$ cat src/rtl/uart_mmio_responder.sv
// Memory-mapped UART at 0x40000018 (TXD), 0x4000001C (RXD), 0x40000020 (CON).
// TX bytes queue in a small FIFO; RX delivers one byte at a time with sticky error flags.
module uart_mmio_responder #(
  parameter int unsigned CLK_HZ   = 50_000_000,
  parameter int unsigned BAUD     = 9600,
  parameter int unsigned TX_DEPTH = 4
) (
  input  logic        clk,
  input  logic        reset,
  input  logic        rd,
  input  logic        wr,
  input  logic [31:0] addr,
  input  logic [31:0] wdata,
  output logic [31:0] rdata,
  output logic        irqout,
  input  logic        UART_RX,
  output logic        UART_TX
);

  localparam int unsigned DIV  = CLK_HZ / BAUD;
  localparam int unsigned CntW = $clog2(DIV);
  localparam int unsigned PtrW = $clog2(TX_DEPTH);

  typedef enum logic [1:0] {StIdle, StStart, StData, StStop} st_e;

  logic sel_txd, sel_rxd, sel_con;
  assign sel_txd = (addr == 32'h4000_0018);
  assign sel_rxd = (addr == 32'h4000_001C);
  assign sel_con = (addr == 32'h4000_0020);

  logic unused_wdata;
  assign unused_wdata = ^wdata[31:8];

  // TX FIFO
  logic [7:0]    fifo_q [TX_DEPTH];
  logic [PtrW-1:0] wr_ptr_q, rd_ptr_q;
  logic [PtrW:0] count_q;
  logic          push, pop, drop_set, tx_empty, tx_busy;

  st_e             tx_st_q;
  logic [CntW-1:0] tx_cnt_q;
  logic [2:0]      tx_bit_q;
  logic [7:0]      tx_sh_q;
  logic            tx_q;
  logic            tx_last;

  assign tx_last  = (tx_cnt_q == CntW'(DIV - 1));
  assign tx_empty = (count_q == '0);
  assign tx_busy  = (tx_st_q != StIdle);
  // Full check uses the pre-pop count, so a same-cycle pop never rescues a push.
  assign push     = wr && sel_txd && (count_q != (PtrW + 1)'(TX_DEPTH));
  assign drop_set = wr && sel_txd && (count_q == (PtrW + 1)'(TX_DEPTH));
  assign pop      = !tx_empty && ((tx_st_q == StIdle) || (tx_st_q == StStop && tx_last));

  always_ff @(posedge clk) begin
    if (push) fifo_q[wr_ptr_q] <= wdata[7:0];
  end

  always_ff @(posedge clk or negedge reset) begin
    if (!reset) begin
      wr_ptr_q <= '0;
      rd_ptr_q <= '0;
      count_q  <= '0;
    end else begin
      if (push) wr_ptr_q <= wr_ptr_q + PtrW'(1);
      if (pop)  rd_ptr_q <= rd_ptr_q + PtrW'(1);
      if (push && !pop)      count_q <= count_q + (PtrW + 1)'(1);
      else if (!push && pop) count_q <= count_q - (PtrW + 1)'(1);
    end
  end

  always_ff @(posedge clk or negedge reset) begin
    if (!reset) begin
      tx_st_q  <= StIdle;
      tx_cnt_q <= '0;
      tx_bit_q <= '0;
      tx_sh_q  <= '0;
      tx_q     <= 1'b1;
    end else begin
      unique case (tx_st_q)
        StIdle: begin
          if (pop) begin
            tx_st_q  <= StStart;
            tx_cnt_q <= '0;
            tx_sh_q  <= fifo_q[rd_ptr_q];
            tx_q     <= 1'b0;
          end
        end
        StStart: begin
          if (tx_last) begin
            tx_st_q  <= StData;
            tx_cnt_q <= '0;
            tx_bit_q <= '0;
            tx_q     <= tx_sh_q[0];
          end else begin
            tx_cnt_q <= tx_cnt_q + CntW'(1);
          end
        end
        StData: begin
          if (tx_last) begin
            tx_cnt_q <= '0;
            if (tx_bit_q == 3'd7) begin
              tx_st_q <= StStop;
              tx_q    <= 1'b1;
            end else begin
              tx_bit_q <= tx_bit_q + 3'd1;
              tx_sh_q  <= tx_sh_q >> 1;
              tx_q     <= tx_sh_q[1];
            end
          end else begin
            tx_cnt_q <= tx_cnt_q + CntW'(1);
          end
        end
        StStop: begin
          if (tx_last) begin
            tx_cnt_q <= '0;
            if (pop) begin
              tx_st_q <= StStart;
              tx_sh_q <= fifo_q[rd_ptr_q];
              tx_q    <= 1'b0;
            end else begin
              tx_st_q <= StIdle;
            end
          end else begin
            tx_cnt_q <= tx_cnt_q + CntW'(1);
          end
        end
      endcase
    end
  end

  assign UART_TX = tx_q;

  // RX path
  logic            rx_s1_q, rx_s2_q, rx_prev_q;
  st_e             rx_st_q;
  logic [CntW-1:0] rx_cnt_q;
  logic [2:0]      rx_bit_q;
  logic [7:0]      rx_sh_q;
  logic            rx_last, rx_half, stop_smp, deliver, ferr_set;

  assign rx_last  = (rx_cnt_q == CntW'(DIV - 1));
  assign rx_half  = (rx_cnt_q == CntW'(DIV / 2 - 1));
  assign stop_smp = (rx_st_q == StStop) && rx_last;
  assign deliver  = stop_smp && rx_s2_q;
  assign ferr_set = stop_smp && !rx_s2_q;

  always_ff @(posedge clk or negedge reset) begin
    if (!reset) begin
      rx_s1_q   <= 1'b1;
      rx_s2_q   <= 1'b1;
      rx_prev_q <= 1'b1;
      rx_st_q   <= StIdle;
      rx_cnt_q  <= '0;
      rx_bit_q  <= '0;
      rx_sh_q   <= '0;
    end else begin
      rx_s1_q   <= UART_RX;
      rx_s2_q   <= rx_s1_q;
      rx_prev_q <= rx_s2_q;
      unique case (rx_st_q)
        StIdle: begin
          if (rx_prev_q && !rx_s2_q) begin
            rx_st_q  <= StStart;
            rx_cnt_q <= '0;
          end
        end
        StStart: begin
          if (rx_half) begin
            rx_cnt_q <= '0;
            rx_bit_q <= '0;
            rx_st_q  <= rx_s2_q ? StIdle : StData;
          end else begin
            rx_cnt_q <= rx_cnt_q + CntW'(1);
          end
        end
        StData: begin
          if (rx_last) begin
            rx_cnt_q <= '0;
            rx_sh_q  <= {rx_s2_q, rx_sh_q[7:1]};
            rx_bit_q <= rx_bit_q + 3'd1;
            if (rx_bit_q == 3'd7) rx_st_q <= StStop;
          end else begin
            rx_cnt_q <= rx_cnt_q + CntW'(1);
          end
        end
        StStop: begin
          if (rx_last) begin
            rx_cnt_q <= '0;
            rx_st_q  <= StIdle;
          end else begin
            rx_cnt_q <= rx_cnt_q + CntW'(1);
          end
        end
      endcase
    end
  end

  // Control/status and interrupt
  logic       tx_irq_en_q, rx_irq_en_q, rx_valid_q, ovr_q, drop_q, ferr_q, irq_q;
  logic [7:0] rx_byte_q;
  logic       rd_clr, con_wr, load;

  assign rd_clr = rd && sel_rxd;
  assign con_wr = wr && sel_con;
  assign load   = deliver && (!rx_valid_q || rd_clr);

  always_ff @(posedge clk or negedge reset) begin
    if (!reset) begin
      tx_irq_en_q <= 1'b0;
      rx_irq_en_q <= 1'b0;
      rx_valid_q  <= 1'b0;
      rx_byte_q   <= '0;
      ovr_q       <= 1'b0;
      drop_q      <= 1'b0;
      ferr_q      <= 1'b0;
      irq_q       <= 1'b0;
    end else begin
      if (con_wr) begin
        tx_irq_en_q <= wdata[0];
        rx_irq_en_q <= wdata[1];
      end
      if (load) begin
        rx_valid_q <= 1'b1;
        rx_byte_q  <= rx_sh_q;
      end else if (rd_clr) begin
        rx_valid_q <= 1'b0;
      end
      if (deliver && !load)         ovr_q  <= 1'b1;
      else if (con_wr && wdata[5])  ovr_q  <= 1'b0;
      if (drop_set)                 drop_q <= 1'b1;
      else if (con_wr && wdata[6])  drop_q <= 1'b0;
      if (ferr_set)                 ferr_q <= 1'b1;
      else if (con_wr && wdata[7])  ferr_q <= 1'b0;
      irq_q <= (rx_irq_en_q & rx_valid_q) | (tx_irq_en_q & tx_empty & ~tx_busy);
    end
  end

  assign irqout = irq_q;

  always_comb begin
    rdata = '0;
    if (rd) begin
      if (sel_rxd) begin
        rdata = {24'b0, rx_byte_q};
      end else if (sel_con) begin
        rdata = {24'b0, ferr_q, drop_q, ovr_q, tx_busy, rx_valid_q, tx_empty,
                 rx_irq_en_q, tx_irq_en_q};
      end
    end
  end

endmodule
$ cat config.mk
export PLATFORM = sky130hd
export DESIGN_NAME = uart_mmio_responder
export DESIGN_NICKNAME = d
export VERILOG_FILES = /design/src/rtl/uart_mmio_responder.sv
export SDC_FILE = /design/constraint.sdc
export NUM_CORES = 1
export LEC_CHECK = 0
export ABC_AREA = 1
export ABC_CLOCK_PERIOD_IN_PS = 2250
export BUFFER_PORTS_ARGS = -buffer_cell sky130_fd_sc_hd__buf_2
export CAP_MARGIN = 40
export CORE_MARGIN = 10
export CORE_UTILIZATION = 53
export CTS_BUF_LIST = sky130_fd_sc_hd__clkbuf_2 sky130_fd_sc_hd__clkbuf_4 sky130_fd_sc_hd__clkbuf_8
export DETAILED_ROUTE_END_ITERATION = 6
export HOLD_SLACK_MARGIN = 0.08
export PLACE_DENSITY = 0.76
export SYNTH_ARGS = -nofsm -noshare
export SYNTH_HDL_FRONTEND = slang
export SYNTH_SLANG_ARGS = --single-unit
export TNS_END_PERCENT = 10
$ cat constraint.sdc
create_clock -name clk -period 2.25 [get_ports clk]
set_input_delay 0.1125 -clock clk [delete_from_list [all_inputs] [get_ports clk]]
set_output_delay 0.1125 -clock clk [all_outputs]
set_load 0.02 [all_outputs]
==> reports/metrics.csv <==
metric,value,unit
hold_slack,0.143,ns
crit_path_start,tx_cnt_q[0],
clk_path_buf_depth,2,
track_usage,16.2,%
vias,4685,
ff2ff_path_depth,12,
synth-seq-area-share,50.1,%
io_buffers,54,
required,2.52,ns
vdd_ir_drop_max,0.000476,V
power_density,598,nW/um^2
crit_fanout,4,
drt-total-wl,12700,um
r2r-end,count_q[2],
min_period,2.15,ns
end_kind,flop,
fin_area,6640,um^2
synth.area.top_cells,"dfrtp_1, edfxtp_1, nand2_1",
cts_tree,yes,
synth_top_area_share,31.8,%
htreeDepth,3,
use_met1,18.4,%
clkSinkCount,110,
diodes,0,
worstMarginPinSlew,0.536,ns
dpl.hpwl,9430,um
synth_warnings,0,
die_area,15600,um^2
grt_max_degree,61,
synth.distinct_cells,47,
fin_tns_setup,0,ns
synth_area,5830,um^2
route.detailed.drc,0,
finalNonFillerCells,890,
synth.avg_cell_area,8.83,um^2
slew_headroom,64.2,%
reg2reg_slack,0.10,ns
worstPathArrival,2.42,ns
nFillCells,899,
fin_worst_skew,0.00743,ns
clk_pin_slew,0.10,ns
status,"complete, no violations",
fmax,466,MHz
cts_root_buffer,clkbuf_8,
p_total,0.00397,W
p_leak,3.08,nW
start_util,54.0,%
async_flop_share,70.9,%
ant_nets,0,
yosys_register_bits,110,
pin_count,103,
antenna_found_initial,0,
multi_input_area,2520,um^2
critPathLaunchType,flop,
layout_worst_path_cycle_share,95.4,%
yosysMostFrequentCell,nand2_1,
die_w,125,um
endpoint,count_q[2],
dpl_cell_area,6290,um^2
cts_buffers,9,
rsz0062_at_grt,false,
wire_per_inst,14.3,um
avgViaCountPerCell,5.26,
grt_pass1_vias,4867,
finalSetupViolations,0,
dr.pass1.iters,5,
final-seq-area,2920,um^2
met3_usage,4.30,%
layout-area-overhead-vs-synth,13.8,%
core-area,10800,um^2
grtUsageMet2,28.9,%
die_h,125,um
drv_slew,0,
yosys.area.top_type,dfrtp_1,
drive_gt1_share,18.4,%
reg2reg_from,tx_cnt_q[0],
grt_most_used_layer,met2,
grt_pass1_wl,21600,um
routabilityCongestion,0.857,
core.rowCount,38,
critPathKind,reg -> reg,
drv_cap,0,
clk-insertion-delay-late,0.38,ns
fin_nets,831,
synthCells,660,
synth-main-ff-cell,dfrtp_1,
hold_violations,0,
hold_path.class,in -> async,
synthTopCellsByCount,"nand2_1, dfrtp_1, nor2_1, nand3_1, inv_1",
dp_cells,861,
overflow,0,
synth_edf_count,32,
drt_iter0_markers,331,
-- metrics by stage --
step | utilization [%] | setup WS [ns]
finish | 61.5 | 0.103
CTS | 61.3 | 0.0412
detailed placement | 58.3 | 0.00542
global placement | 58.0 | 0.105
floorplan | - | 0.114
global route | 61.5 | 0.00541
-- logic make-up (layout without fill, tap and decap cells) --
| family | after synthesis | count (layout) | synth area share, % |
|---|---|---|---|
| simple gates | 324 | 324 | 25.7 |
| fa+ha+maj | 17 | 17 | 3.78 |
| other cells | 1 | 24 | 0.0643 |
| compound gates | 88 | 88 | 8.99 |
| xor+xnor | 12 | 12 | 1.80 |
| buf+inv | 100 | 167 | 8.20 |
| mux | 8 | 8 | 1.42 |
| flops | 110 | 110 | 50.1 |
-- routing by layer --
metal,routed length (um),vias to the layer above
met3,625,16
met4,152,0
li1,-,2327
met5,0,-
met1,5340,2227
met2,6590,115
-- cell type report --
class	instances	share of cell area (%)
flip-flops and latches	110	44.0
inverters	65	3.68
clock inverters	7	1.34
multi-input cells	473	38.1
repair buffers	86	8.45
clock buffers	9	1.87
well taps	140	2.64
-- worst min path at each step --
stage / startpoint / endpoint / slack, ns / cells past startpoint
floorplan: reset / asynchronous set/reset pin / -0.18 / 0
global placement: UART_RX / rx_s1_q / 0.22 / 1
detailed placement: reset / tx_sh_q[5] / 0.02 / 1
CTS: reset / tx_sh_q[5] / 0.14 / 2
global route: reset / tx_sh_q[5] / 0.15 / 2
finish: reset / tx_sh_q[5] / 0.14 / 2
-- placed cells by master, fill, tap and decap left out, types with 6 or more instances in the layout --
cell / instances
nor2_1: 63
o22ai_1: 17
mux2i_1: 6
nand2_1: 145
inv_1: 53
o21ai_2: 7
edfxtp_1: 32
nor3_1: 7
conb_1: 24
nand3_1: 61
a21oi_1: 11
xor2_1: 10
o21ai_0: 34
buf_2: 53
dfrtp_1: 74
clkbuf_8: 9
nand2_2: 6
nand4_1: 22
o21ai_1: 10
inv_2: 11
dlygate4sd3_1: 11
ha_1: 15
buf_4: 21
-- flip-flops by register name (all words and copies together) (netlist names), 2 cells and up, named ones only --
register,flops
tx_bit_q,3
rx_cnt_q,13
tx_sh_q,8
rx_byte_q,8
tx_st_q,2
tx_cnt_q,13
fifo_q,32
count_q,3
wr_ptr_q,2
rx_bit_q,3
rd_ptr_q,2
rx_sh_q,8
-- worst max-delay path, cell delays in order, from the launching register on --
cell and delay, ns:
dfrtp_1 0.42, ha_1 0.23, nand2_2 0.11, nor2_4 0.05, nand3_4 0.11, nand2_4 0.07, nand3_4 0.06, ha_1 0.14
inv_1 0.07, fa_1 0.39, a21oi_1 0.16, o21ai_1 0.10, xor2_1 0.15
-- repair_timing --
| item | CTS | global route |
|---|---|---|
| endpoints found under the hold margin | 110 | 0 |
| buffers inserted | 0 | 2 |
| setup endpoints to repair | 0 | 2 |
| hold buffers | 11 | 0 |
| resized for setup | 0 | 6 |
-- where the power goes --
part           total [W]  switching [W]  internal [W]
clock            0.00127       0.000655      0.000617
sequential       0.00216      0.0000541       0.00211
combinational   0.000529       0.000352      0.000178
Note: power is estimated with default switching activity, not from simulation.
